`config.mk`:
```
export PLATFORM = sky130hd
export DESIGN_NAME = sobol_seq_gen_flat
export DESIGN_NICKNAME = d
export VERILOG_FILES = /design/src/rtl/sobol_seq_gen_pkg.sv /design/src/rtl/sobol_seq_gen_if.sv /design/src/rtl/sobol_seq_gen_lsz.sv /design/src/rtl/sobol_seq_gen.sv /design/src/flat_wrapper.sv
export SDC_FILE = /design/constraint.sdc
export NUM_CORES = 1
export LEC_CHECK = 0
export BUFFER_PORTS_ARGS = -buffer_cell sky130_fd_sc_hd__clkbuf_2
export CORE_MARGIN = 1.5
export CORE_UTILIZATION = 53
export CTS_CLUSTER_SIZE = 10
export DETAILED_ROUTE_END_ITERATION = 8
export PLACE_DENSITY_LB_ADDON = 0.12
export SLEW_MARGIN = 25
export SYNTH_ARGS = -nofsm -noshare
export SYNTH_HDL_FRONTEND = slang
export SYNTH_HIERARCHICAL = 1
export SYNTH_SLANG_ARGS = --single-unit
```
`constraint.sdc`:
```
create_clock -name clk -period 2.4 [get_ports clk]
set_input_delay 0.12 -clock clk [delete_from_list [all_inputs] [get_ports clk]]
set_output_delay 0.12 -clock clk [all_outputs]
set_load 0.005 [all_outputs]
```
`src/rtl/sobol_seq_gen_pkg.sv`:
```
// Shared defaults for the Sobol generator and the reset value of its
// direction vectors.
package sobolrng_pkg;
  localparam int DEF_BITWIDTH    = 8;
  localparam int DEF_LOGBITWIDTH = $clog2(DEF_BITWIDTH);
  localparam int MAX_BITWIDTH    = 16;

  typedef logic [MAX_BITWIDTH-1:0] vec_max_t;

  // Dimension-1 (van der Corput) vector: V[k] = 1 << (w-1-k).
  function automatic vec_max_t dflt_dir(input int w, input int k);
    return vec_max_t'(1) << (w - 1 - k);
  endfunction
endpackage

```
`src/rtl/sobol_seq_gen_if.sv`:
```
// Config and output-stream bundle of the Sobol generator.
// The master side is the generator; the slave side is the consumer/config.
interface sobol_seq_gen_if
  import sobolrng_pkg::*;
#(
  parameter int BITWIDTH    = DEF_BITWIDTH,
  parameter int LOGBITWIDTH = $clog2(BITWIDTH)
);
  logic                   en;
  logic                   restart;
  logic                   dir_we;
  logic [LOGBITWIDTH-1:0] dir_idx;
  logic [BITWIDTH-1:0]    dir_data;
  logic [BITWIDTH-1:0]    out_data;
  logic [BITWIDTH-1:0]    out_idx;
  logic                   out_valid;
  logic                   out_ready;
  logic                   wrap;

  modport master (
    input  en, restart, dir_we, dir_idx, dir_data, out_ready,
    output out_data, out_idx, out_valid, wrap
  );

  modport slave (
    output en, restart, dir_we, dir_idx, dir_data, out_ready,
    input  out_data, out_idx, out_valid, wrap
  );
endinterface

```
`src/rtl/sobol_seq_gen_lsz.sv`:
```
// Least-significant-zero finder. An all-ones input has no zero: it
// reports index 0 and raises none_o.
module lsz_param
  import sobolrng_pkg::*;
#(
  parameter int BITWIDTH    = DEF_BITWIDTH,
  parameter int LOGBITWIDTH = $clog2(BITWIDTH)
) (
  input  logic [BITWIDTH-1:0]    x_i,
  output logic [BITWIDTH-1:0]    onehot_o,
  output logic [LOGBITWIDTH-1:0] idx_o,
  output logic                   none_o
);
  assign onehot_o = ~x_i & (x_i + BITWIDTH'(1));
  assign none_o   = &x_i;

  always_comb begin
    idx_o = '0;
    for (int k = 0; k < BITWIDTH; k++)
      if (onehot_o[k]) idx_o = LOGBITWIDTH'(k);
  end
endmodule

```
`src/rtl/sobol_seq_gen.sv`:
```
// Gray-code Sobol generator for one dimension with loadable direction
// vectors and a valid/ready output stream.
module sobol_seq_gen
  import sobolrng_pkg::*;
#(
  parameter int BITWIDTH    = DEF_BITWIDTH,
  parameter int LOGBITWIDTH = $clog2(BITWIDTH)
) (
  input  logic            clk,
  input  logic            rst_n,
  sobol_seq_gen_if.master bus
);
  logic [BITWIDTH-1:0]               data_q, data_d;
  logic [BITWIDTH-1:0]               idx_q, idx_d;
  logic                              vld_q, vld_d;
  logic                              wrap_q, wrap_d;
  logic [BITWIDTH-1:0][BITWIDTH-1:0] v_q, v_d;

  logic [BITWIDTH-1:0]    lsz_oh;
  logic [LOGBITWIDTH-1:0] lsz_idx;
  logic                   lsz_none;
  logic                   fire;
  logic                   dir_ok;
  logic                   unused_oh;

  lsz_param #(.BITWIDTH(BITWIDTH), .LOGBITWIDTH(LOGBITWIDTH)) u_lsz (
    .x_i      (idx_q),
    .onehot_o (lsz_oh),
    .idx_o    (lsz_idx),
    .none_o   (lsz_none)
  );

  assign unused_oh = ^lsz_oh;
  assign fire      = vld_q & bus.out_ready;
  assign dir_ok    = int'(bus.dir_idx) < BITWIDTH;

  // Reads of v_q here see the pre-write vector, so a same-cycle write
  // never affects the point being produced.
  always_comb begin
    data_d = data_q;
    idx_d  = idx_q;
    vld_d  = vld_q;
    wrap_d = 1'b0;
    v_d    = v_q;
    if (bus.dir_we && dir_ok) v_d[bus.dir_idx] = bus.dir_data;
    if (bus.restart) begin
      data_d = '0;
      idx_d  = '0;
      vld_d  = 1'b0;
    end else if (fire) begin
      vld_d = bus.en;
      idx_d = idx_q + BITWIDTH'(1);
      if (lsz_none) begin
        data_d = '0;
        wrap_d = 1'b1;
      end else begin
        data_d = data_q ^ v_q[lsz_idx];
      end
    end else if (!vld_q && bus.en) begin
      vld_d = 1'b1;
    end
  end

  always_ff @(posedge clk) begin
    if (!rst_n) begin
      data_q <= '0;
      idx_q  <= '0;
      vld_q  <= 1'b0;
      wrap_q <= 1'b0;
      for (int k = 0; k < BITWIDTH; k++)
        v_q[k] <= BITWIDTH'(dflt_dir(BITWIDTH, k));
    end else begin
      data_q <= data_d;
      idx_q  <= idx_d;
      vld_q  <= vld_d;
      wrap_q <= wrap_d;
      v_q    <= v_d;
    end
  end

  assign bus.out_data  = data_q;
  assign bus.out_idx   = idx_q;
  assign bus.out_valid = vld_q;
  assign bus.wrap      = wrap_q;
endmodule
```
`src/flat_wrapper.sv`:
```
// flat-port wrapper written by rule: the top's interface ports become plain ports
module sobol_seq_gen_flat import sobolrng_pkg::*;
#(
  parameter int BITWIDTH    = DEF_BITWIDTH,
  parameter int LOGBITWIDTH = $clog2(BITWIDTH)
)
  (clk, rst_n, bus_en, bus_restart, bus_dir_we, bus_dir_idx, bus_dir_data, bus_out_ready, bus_out_data, bus_out_idx, bus_out_valid, bus_wrap);
  sobol_seq_gen_if #(.BITWIDTH(BITWIDTH), .LOGBITWIDTH(LOGBITWIDTH)) bus_i ();
  input  logic clk;
  input  logic rst_n;
  input wire logic [$bits(bus_i.en)-1:0] bus_en;
  input wire logic [$bits(bus_i.restart)-1:0] bus_restart;
  input wire logic [$bits(bus_i.dir_we)-1:0] bus_dir_we;
  input wire logic [$bits(bus_i.dir_idx)-1:0] bus_dir_idx;
  input wire logic [$bits(bus_i.dir_data)-1:0] bus_dir_data;
  input wire logic [$bits(bus_i.out_ready)-1:0] bus_out_ready;
  output wire logic [$bits(bus_i.out_data)-1:0] bus_out_data;
  output wire logic [$bits(bus_i.out_idx)-1:0] bus_out_idx;
  output wire logic [$bits(bus_i.out_valid)-1:0] bus_out_valid;
  output wire logic [$bits(bus_i.wrap)-1:0] bus_wrap;
  assign bus_i.en = bus_en;
  assign bus_i.restart = bus_restart;
  assign bus_i.dir_we = bus_dir_we;
  assign bus_i.dir_idx = bus_dir_idx;
  assign bus_i.dir_data = bus_dir_data;
  assign bus_i.out_ready = bus_out_ready;
  assign bus_out_data = bus_i.out_data;
  assign bus_out_idx = bus_i.out_idx;
  assign bus_out_valid = bus_i.out_valid;
  assign bus_wrap = bus_i.wrap;
  sobol_seq_gen #(.BITWIDTH(BITWIDTH), .LOGBITWIDTH(LOGBITWIDTH)) u_core (.clk(clk), .rst_n(rst_n), .bus(bus_i));
endmodule
```
==> summary.md <==
| Metric | Value |
|---|---|
| Final hold violation count | 0 |
| Syn Std Cell Area | about 3800 um^2 |
| Via count of the routed design | about 3200 |
| WHS Path Cells | 4 |
| Clock skew | 0.00838 ns |
| CTS tree | built |
| Grt total ovfl | 0 |
| WL/cell | 17.2 um |
| Vias per Instance | 5.63 |
| Placed insts | 557 |
| Yosys warns | 6 |
| Sequential Area | 1640 um^2 |
| CP endpoint kind | flop |
| Synthesis-to-finish area growth | 12.8% |
| Most frequent cells in the layout | nand2_1, dfxtp_1, a21boi_0, clkbuf_2, mux2i_1 |
| Sink Count | 82 |
| DRC Markers | 0 |
| Row count | 30 |
| CTS H-Tree Depth | 3 |
| Routed Antenna Nets | 0 |
| Worst-path fanout max | 24 |
| GRT Overall Usage | 27.8% |
| I/O pin count | 35 |
| Post-CTS Resized | 0 |
| RSZ-0062 raised after global routing | false |
| Max IR drop VDD | a little under 0.5 mV |
| HP Class | input pin to flop |
| Pre-Repair DR Iteration Count | 4 |
| Routed wire length | 9.88 mm |
| Pwr dens | 611 nW/um^2 |
| Worst-path clk slew | 0.08 ns |
| Crit path launch type | flop |
| Mapped Nets | 459 |
| I/O Buffers | 34 |
| Setup Fix Bufs, Post-CTS | 0 |
| Gate Count Post-Synth | 441 |
| Worst Setup SP | u_core/bus.out_idx[2]$_SDFFE_PP0P_ |
| Final worst path period share | between 90% and 100% |
| Fin. max-slew vios | 0 |
| Non-filler cells, final | 573 |
| Initial antenna violation count | 0 |
| Commonest non-fill, non-tap cell in the layout | nand2_1 |
| Final HPWL DP | between 6 and 7 mm |
| Setup crit end | u_core/bus.out_data[0]$_SDFFE_PP0P_ |
| Crit path kind | flop to flop |
| RePlAce Congestion | 0.858 |
| Reg-to-reg slack, setup | 0.16 ns |
| Final setup viols | 0 |
| Worst Tran Pin Value | 0.729 ns |
| Worst Reg2Reg Path Length in Cells | 7 |
| Fraction of layout cells with a size suffix above 1 | 14.3% |
| Die W | 87.5 um |
| Final setup TNS | 0 ns |
| Die area | 7660 um^2 |
| # fillers | 638 |
| Fin nets | 491 |
| First-pass GRT wire length | 15.7 mm |
| Area of the core | between 6000 and 7000 um^2 |
| Initial Util | a little under three fifths |
| Diode count | 0 |
| Outcome | completed |
| Largest net degree at the start of global routing | 65 |
| Number of global-route vias before repair | 3005 |
| DRT iter0 DRCs | around 250 |
| Leak Pwr | roughly 0.0016 uW |
| Avg Inst Size Synth | 8.58 um^2 |
| Relative slew slack | approximately 51% |
| TritonCTS Buffers | 9 |
| CTS max path bufs | 2 |
| Clock root cell | clkbuf_8 |
| Fin crit period | 2.24 ns |
| RR Startpoint | u_core/bus.out_idx[2]$_SDFFE_PP0P_ |
| Final Util | between 60 and 70% |
| Vert. Die Dim | 87.5 um |
| Worst r2r dst | u_core/bus.out_data[0]$_SDFFE_PP0P_ |
| Area of the multi-input gates | around 2000 um^2 |
| Arr. time, crit path | roughly 2.5 ns |
| Worst-skew pair later-pin latency | between 0.3 and 0.4 ns |
| Worst EP required | ~2.7 ns |
| Fmax | 447 MHz |
| Max-cap violations | 0 |
[state kept, by name, indices dropped and copies added, names as in the netlist]
signal,flops
u_core/bus.wrap,1
u_core/bus.out_valid,1
u_core/bus.out_idx,8
u_core/bus.out_data,8
u_core/v_q,64
[area by class of cell]
cell class | count | share of cell area, %
clock buffers | 13 | 3.96
well taps | 96 | 2.81
clock inverters | 2 | 0.821
multi-input cells | 329 | 46.9
inverters | 3 | 0.264
repair buffers | 48 | 6.80
flip-flops and latches | 82 | 38.5
[report_power, final]
part / internal, uW / switching, uW / total [uW]
clock network: 560 / 476 / 1040
registers: 1390 / 14.7 / 1400
logic: 63.8 / 107 / 171
[per-layer routing]
layer | global-route usage, % | share of wire (%) | vias up
li1 | - | - | 1558
met1 | 38.9 | 44 | 1520
met2 | 42.6 | 46 | 130
met3 | 5.12 | 6.9 | 16
met4 | 11.3 | 2.3 | 0
met5 | 0 | 0 | -
[worst min path at each step]
stage | startpoint | to | slack [ns]
finish | bus_out_ready | u_core/bus.out_valid$_SDFFE_PP0P_ | 0.06
global route | bus_out_ready | u_core/bus.out_valid$_SDFFE_PP0P_ | 0.09
CTS | bus_out_ready | u_core/bus.out_valid$_SDFFE_PP0P_ | 0.05
detailed placement | bus_en | u_core/bus.out_valid$_SDFFE_PP0P_ | 0.34
global placement | bus_en | u_core/bus.out_valid$_SDFFE_PP0P_ | 0.33
floorplan | bus_en | u_core/bus.out_valid$_SDFFE_PP0P_ | 0.24
[critical path, stage by stage (launching register included)]
cell      delay (ns)
dfxtp_1         0.36
nand4_2         0.12
or2_4           0.27
o21ai_2         0.18
buf_12          0.23
mux4_1          0.58
o211ai_1        0.22
mux2i_1         0.20
[stage by stage]
step                      hold WS [ns]  setup WS, ns  cell area (um^2)  power, uW
after floorplan                  0.237         0.213              3780       1540
after global placement           0.330         0.242              4050       1600
after detailed placement         0.339         0.187              4050       1600
after CTS                       0.0491         0.147              4270       2620
after global routing            0.0870        0.0424              4270       2690
final                           0.0603         0.160              4270       2610
[timing repair]
action | 4_1_cts | 5_1_grt
endpoints found under the hold margin | 1 | 0
endpoints found under the setup margin | 0 | 0
hold buffers | 1 | 0
Note: power is estimated with default switching activity, not from simulation.
